$ cat src/rtl/mem_arbiter.sv
// Two-master (instruction fetch / data) arbiter onto a single-port synchronous RAM.
// Define MEM_ARBITER_STATS_EN to build the instruction-deferral counter behind conflict_cnt.
module mem_arbiter #(
    parameter int ADDR_W = 16
) (
    input  logic              clk,
    input  logic              rst,
    input  logic [ADDR_W-1:0] i_addr,
    input  logic              i_oe,
    output logic [31:0]       i_rdata,
    output logic              i_ready,
    input  logic [31:0]       d_addr,
    input  logic              d_oe,
    input  logic [3:0]        d_we,
    input  logic [31:0]       d_wdata,
    output logic [31:0]       d_rdata,
    output logic              d_ready,
    output logic [ADDR_W-1:0] m_addr,
    output logic              m_en,
    output logic [3:0]        m_we,
    output logic [31:0]       m_wdata,
    input  logic [31:0]       m_rdata,
    output logic [31:0]       conflict_cnt
);

    typedef enum logic [1:0] {
        TAG_IDLE = 2'd0,
        TAG_INST = 2'd1,
        TAG_DATA = 2'd2
    } tag_e;

    tag_e              tag_r;
    tag_e              tag_next_s;
    logic              pend_r;
    logic              pend_next_s;
    logic [ADDR_W-1:0] pend_addr_r;
    logic [ADDR_W-1:0] pend_addr_next_s;
    logic              d_read_r;
    logic [31:0]       i_hold_r;
    logic [31:0]       d_hold_r;
    logic              i_new_s;
    logic              cmd_en_s;
    logic [3:0]        cmd_we_s;
    logic [ADDR_W-1:0] cmd_addr_s;
    logic [31:0]       cmd_wdata_s;
    logic              unused_s;

    // Only one fetch may be outstanding; a new i_oe while one is pending is dropped.
    assign i_new_s  = i_oe && !pend_r;
    assign unused_s = ^d_addr[31:ADDR_W];

    // Grant selection: new data > pending fetch > new fetch.
    always_comb begin
        tag_next_s       = TAG_IDLE;
        pend_next_s      = pend_r;
        pend_addr_next_s = pend_addr_r;
        cmd_en_s         = 1'b0;
        cmd_we_s         = 4'b0000;
        cmd_addr_s       = {ADDR_W{1'b0}};
        cmd_wdata_s      = 32'h0000_0000;
        if (d_oe) begin
            tag_next_s  = TAG_DATA;
            cmd_en_s    = 1'b1;
            cmd_we_s    = d_we;
            cmd_addr_s  = d_addr[ADDR_W-1:0];
            cmd_wdata_s = d_wdata;
            if (i_new_s) begin
                pend_next_s      = 1'b1;
                pend_addr_next_s = i_addr;
            end else begin
                pend_next_s      = pend_r;
            end
        end else if (pend_r) begin
            tag_next_s  = TAG_INST;
            pend_next_s = 1'b0;
            cmd_en_s    = 1'b1;
            cmd_addr_s  = pend_addr_r;
        end else if (i_new_s) begin
            tag_next_s  = TAG_INST;
            cmd_en_s    = 1'b1;
            cmd_addr_s  = i_addr;
        end else begin
            tag_next_s  = TAG_IDLE;
        end
    end

    // The RAM must see no command while reset is held, even mid-cycle.
    assign m_en    = cmd_en_s && !rst;
    assign m_we    = rst ? 4'b0000 : cmd_we_s;
    assign m_addr  = cmd_addr_s;
    assign m_wdata = cmd_wdata_s;

    // In-flight tag, pending fetch and the held read-data registers.
    always_ff @(posedge clk or posedge rst) begin
        if (rst) begin
            tag_r       <= TAG_IDLE;
            pend_r      <= 1'b0;
            pend_addr_r <= {ADDR_W{1'b0}};
            d_read_r    <= 1'b0;
            i_hold_r    <= 32'h0000_0000;
            d_hold_r    <= 32'h0000_0000;
        end else begin
            tag_r       <= tag_next_s;
            pend_r      <= pend_next_s;
            pend_addr_r <= pend_addr_next_s;
            d_read_r    <= d_oe && (d_we == 4'b0000);
            if (tag_r == TAG_INST) begin
                i_hold_r <= m_rdata;
            end
            if ((tag_r == TAG_DATA) && d_read_r) begin
                d_hold_r <= m_rdata;
            end
        end
    end

    // RAM data arrives in the completion cycle, so it is forwarded directly then and held afterwards.
    assign i_ready = (tag_r == TAG_INST);
    assign d_ready = (tag_r == TAG_DATA);
    assign i_rdata = (tag_r == TAG_INST) ? m_rdata : i_hold_r;
    assign d_rdata = ((tag_r == TAG_DATA) && d_read_r) ? m_rdata : d_hold_r;

`ifdef MEM_ARBITER_STATS_EN
    logic [31:0] conflict_cnt_r;
    logic        defer_s;

    assign defer_s = d_oe && (pend_r || i_new_s);

    // Counts every cycle a fetch waits behind a data access; wraps naturally.
    always_ff @(posedge clk or posedge rst) begin
        if (rst) begin
            conflict_cnt_r <= 32'h0000_0000;
        end else if (defer_s) begin
            conflict_cnt_r <= conflict_cnt_r + 32'd1;
        end
    end

    assign conflict_cnt = conflict_cnt_r;
`else
    assign conflict_cnt = 32'h0000_0000;
`endif

endmodule

$ cat config.mk
export PLATFORM = sky130hd
export DESIGN_NAME = mem_arbiter
export DESIGN_NICKNAME = d
export VERILOG_FILES = /design/src/rtl/mem_arbiter.sv
export SDC_FILE = /design/constraint.sdc
export NUM_CORES = 1
export LEC_CHECK = 0
export CAP_MARGIN = 20
export CORE_MARGIN = 3
export CORE_UTILIZATION = 30
export CTS_BUF_LIST = sky130_fd_sc_hd__clkbuf_8
export CTS_CLUSTER_SIZE = 16
export DETAILED_ROUTE_END_ITERATION = 12
export PLACE_DENSITY = 0.71
export SETUP_SLACK_MARGIN = 0.4
export SLEW_MARGIN = 10
export SYNTH_ARGS = -nofsm -noshare
export SYNTH_HDL_FRONTEND = slang
export SYNTH_SLANG_ARGS = --single-unit
$ cat constraint.sdc
create_clock -name clk -period 2.6 [get_ports clk]
set_input_delay 0.39 -clock clk [delete_from_list [all_inputs] [get_ports clk]]
set_output_delay 0.39 -clock clk [all_outputs]
set_load 0.005 [all_outputs]
[After elaboration in Yosys (flattened, before gate mapping)]
Index checks and enable logic that the tools add are counted.
Word-level totals
  register bits: 84
  output and inout bits: 151
  word-level logic and storage cells: 33
  bits of input ports: 120
Cells by class
  equality and inequality tests: 3
  reduce and logical (&&, ||, !) cells: 8
  mux-type cells: 16
Operators by type and width (number)
  $mux W32: 3
  $mux W16: 3
  $mux W4: 2
  $mux W1: 7
  $logic_and A1 B1 Y1: 4
  $logic_not A4 Y1: 1
  $eq A2 B1 Y1 const B: 1
  $eq A2 B2 Y1 const B: 1
  $logic_not A1 Y1: 2
  $mux W2: 1
  $ne A2 B1 Y1 const B: 1
  $reduce_and A2 Y1: 1

[Depth between registers and ports, before layout]
  depth after elaboration: 6
  gate-level depth with buffers: 4
  depth with buffers taken out: 2

[Worst setup path before layout]
No wires, ideal clock.
  kind: register -> output
  start point: register tag_r[1]
  end point: output i_rdata[10]
  slack: 1.071 ns
  stages on the path, launching flop included: 5
  buffers on the path: 2
  data arrival time: 1.139 ns
  required time: 2.210 ns
  cell sequence: dfrtp_1 -> nor2b_1 -> buf_6 -> buf_6 -> mux2_4
Between the ends
  longest elaborated chain between the ends: 2
RTL lines
  from (decl): RTL line 32  | tag_e tag_r;
  from (signal assigned): RTL line 103  | tag_r <= tag_next_s;
  $eq A2 B1 Y1: RTL line 119  | assign i_rdata = (tag_r == TAG_INST) ? m_rdata : i_hold_r;
  $mux W32
  to (decl): RTL line 10  | output logic [31:0] i_rdata,
No other way between the ends.

[Final worst setup path]
  start point: register tag_r[0]
  end point: output d_rdata[27]
Between the ends
  longest elaborated chain between the ends: 3
RTL lines
  $eq A2 B2 Y1: RTL line 120  | assign d_rdata = ((tag_r == TAG_DATA) && d_read_r) ? m_rdata : d_hold_r;
  $logic_and A1 B1 Y1: RTL line 120
  $mux W32
  to (decl): RTL line 16  | output logic [31:0] d_rdata,
No other way between the ends.

==> Implementation_results.wiki <==
{| class="wikitable"
! Metric !! Value
|-
| Status || complete, no violations
|-
| IO Port Bufs || 222
|-
| Average routed wire per standard cell || 17.1 um
|-
| Initial core utilization || 31.3%
|-
| Highest layer used for signal routing || met4
|-
| Violation count after the first detailed-route iteration || 117
|-
| I/O pin total || 271
|-
| Final number of max-transition violations || 0
|-
| Fin util || 56.2%
|-
| Number of standard-cell rows in the floorplan || 42
|-
| Area share of the largest cell type after synthesis || 49.7%
|-
| Final min period || 2.28 ns
|-
| CTS clock-pin slew for the worst setup and hold paths || 0.08 ns
|-
| Yosys synthesis warning count || 0
|-
| Launching element type of the critical path || flip-flop
|-
| Clock Tree Buf Depth || 2
|-
| First-pass iteration count of the detailed router || 4
|-
| Chip Height || 125 um
|-
| # setup viols final || 0
|-
| Setup tns final || 0 ns
|-
| Placeable core region || 13500 sq um
|-
| Pin count of the biggest net entering global routing || 85
|-
| Pre-CTS WS || 0.303 ns
|-
| Max stage delay on crit path || 0.40 ns
|-
| Total GRT Usage || 16.9%
|-
| Most used flip-flop cell after synthesis || dfrtp_1
|-
| Reg area || 2110 sq um
|-
| Number of enable-type register cells in the synthesized netlist || 0
|-
| Total stage count of the critical path || 7
|-
| Hold/Removal Path Class || in2reg
|-
| Antenna violations before repair || 0
|-
| Max VDD drop || 0.000211 V
|-
| Most frequent cells after synthesis || dfrtp_1, mux2_2, mux2_4, and2_1, buf_4
|-
| DRT Wirelength || 13600 um
|-
| Number of levels the H-tree was split into || 3
|-
| Number of standard cells after synthesis || 331
|-
| Final weighted congestion in routability-driven placement || 0.739
|-
| Cell type with the largest total area after synthesis || dfrtp_1
|-
| Flop-to-flop setup slack || 0.80 ns
|-
| Count of endpoints failing hold in the final timing report || 0
|-
| Arr. time, crit path || 1.89 ns
|-
| Achievable clock frequency || 0.438 GHz
|-
| Final critical-path share of the clock period || 87.8%
|-
| CTS Root Buffer Type || clkbuf_8
|-
| Die extent in x || 125 um
|-
| Sink Count || 84
|-
| GR Overflow Total || 0
|-
| Req. time, crit path || 2.21 ns
|-
| Post-synth ARST share || 100%
|-
| Vias in the first global route || 3680
|-
| Power density over the cells || 524 nW/um^2
|-
| Leading cell types by total area after synthesis || dfrtp_1, mux2_4, mux2_2
|-
| Count of antenna diodes in the layout || 0
|-
| Half-perimeter wire length after placement || 8180 um
|-
| Average via count per standard cell || 4.36
|-
| Max-cap violations || 0
|-
| Crit path capture type || output pin
|-
| Setup ws final || 0.318 ns
|-
| Static leakage || 3.57 nW
|-
| Netlist Area Pre-Place || 4230 sq um
|-
| Count of buffer and inverter cells on the critical path || 5
|-
| Critical-path cell list || buf_6, buf_6, nand3b_4, buf_12, buf_16, mux2_4, buf_6
|-
| Combined area of the multi-input logic cells || 1990 sq um
|-
| Die outline area || 15600 sq um
|-
| Detailed route wirelength on metal2 || 6880 um
|-
| Leading cell type by number of instances after synthesis || dfrtp_1
|-
| Worst R2R Path Depth || 5
|-
| Post-Route Skew || 0.00731 ns
|-
| Worst path slowest cell || dfrtp_1
|-
| Most common cell on crit path || buf_6
|-
| Skew-Pair Late Insertion Delay || 0.36 ns
|-
| Final net count || 736
|-
| Worst setup path category || reg2out
|-
| TritonCTS clock tree || built
|-
| Met3 wire length || 1010 um
|-
| Routed metal-1 wire length || 5440 um
|-
| Worst path top cell family by delay || buffers and inverters
|-
| First-pass GRT wire length || 20600 um
|-
| Count of antenna-violating nets left after detailed routing || 0
|-
| Post-synth cell types || 19
|-
| Sequential cell area fraction in the yosys report || 49.7%
|-
| Fraction of final layout cells with drive strength greater than 1 || 38.7%
|-
| Fill cell count || 1098
|-
| Number of synthesized register bits || 84
|-
| DRC violation count after routing || 0
|-
| Top fanout value on the critical path || 7
|-
| Number of buffers inserted during clock tree synthesis || 9
|-
| Average footprint of a synthesized cell || 12.8 sq um
|-
| Layout overhead on the synthesized area || 79.5%
|-
| Unrepaired setup endpoints after global routing || true
|-
| Hold path depth || 2
|-
| Via count || 3472
|}
worst paths after layout:
kind / start / end
worst max-delay path: tag_r[0]$_DFF_PP0_ / d_rdata[27]
worst min-delay path: d_oe / tag_r[1]$_DFF_PP0_
worst min register to register: d_hold_r[4]$_DFF_PP0_ / d_hold_r[4]$_DFF_PP0_
worst max register to register: pend_r$_DFFE_PP0P_ / pend_addr_r[7]$_DFFE_PP0P_
min in group asynchronous: rst / pend_addr_r[12]$_DFFE_PP0P_
max in group asynchronous: rst / d_hold_r[2]$_DFF_PP0_
through the flow:
stage / power (mW) / instances / cell area [sq um] / hold WS (ns)
2_1_floorplan: 2.19 / 362 / 4350 / 0.421
3_3_place_gp: 2.89 / 713 / 6500 / 0.473
3_5_place_dp: 2.92 / 713 / 6500 / 0.478
4_1_cts: 3.86 / 776 / 7320 / 0.378
5_1_grt: 4.19 / 796 / 7590 / 0.393
6_report: 3.98 / 796 / 7590 / 0.394
cells in the final DEF (no fill, tap or decap), types with 6 or more instances in the layout:
cell type and count:
buf_2 10, buf_16 6, buf_4 33, and2_1 37, buf_6 52, nand3b_1 16, mux2_2 18, nor2b_1 18
conb_1 32, buf_12 15, dfrtp_1 82, clkdlybuf4s50_1 139, a21oi_1 31, dlygate4sd2_1 15, clkbuf_8 9, clkbuf_2 17
mux2_4 62
what timing repair did:
action                                  4_1_cts  5_1_grt
resized for setup                           274       73
endpoints found under the setup margin       82       69
buffers inserted                             40       20
cloned                                        8        0
pin swaps                                     0        0
hold buffers                                  0        0
final cells by class:
class,instances,area share [%]
clock buffers,9,1.63
clock inverters,6,0.775
inverters,1,0.0989
multi-input cells,225,26.3
flip-flops and latches,84,27.8
well taps,176,2.90
repair buffers,295,40.6
logic make-up (layout without fill, tap and decap cells):
family / Yosys count / in the layout / synth area share, %
buffers and inverters: 54 / 311 / 8.88
DFF: 84 / 84 / 49.7
AOI/OAI and AO/OA: 32 / 32 / 3.79
muxes: 80 / 80 / 24.8
and+or+nand+nor: 80 / 81 / 12.8
other: 1 / 32 / 0.0887
registers in the layout, summed over array words and instances, names as in the netlist:
| signal | cells |
|---|---|
| d_hold_r | 32 |
| d_read_r | 1 |
| i_hold_r | 32 |
| pend_addr_r | 16 |
| pend_r | 1 |
| tag_r | 2 |
layer usage:
layer  GRT usage (%)  vias up
met2            29.1      178
met1            19.9     1651
met5               0        -
met3            4.72       17
met4            6.71        0
li1                -     1626
report_power, final:
group          total [mW]  internal (mW)  switching, mW  leakage [nW]
Combinational        1.46          0.972          0.487          2.49
Clock               0.887          0.431          0.456        0.0977
Sequential           1.63           1.55         0.0845         0.986
No activity file was read; power rests on OpenSTA's default activity.
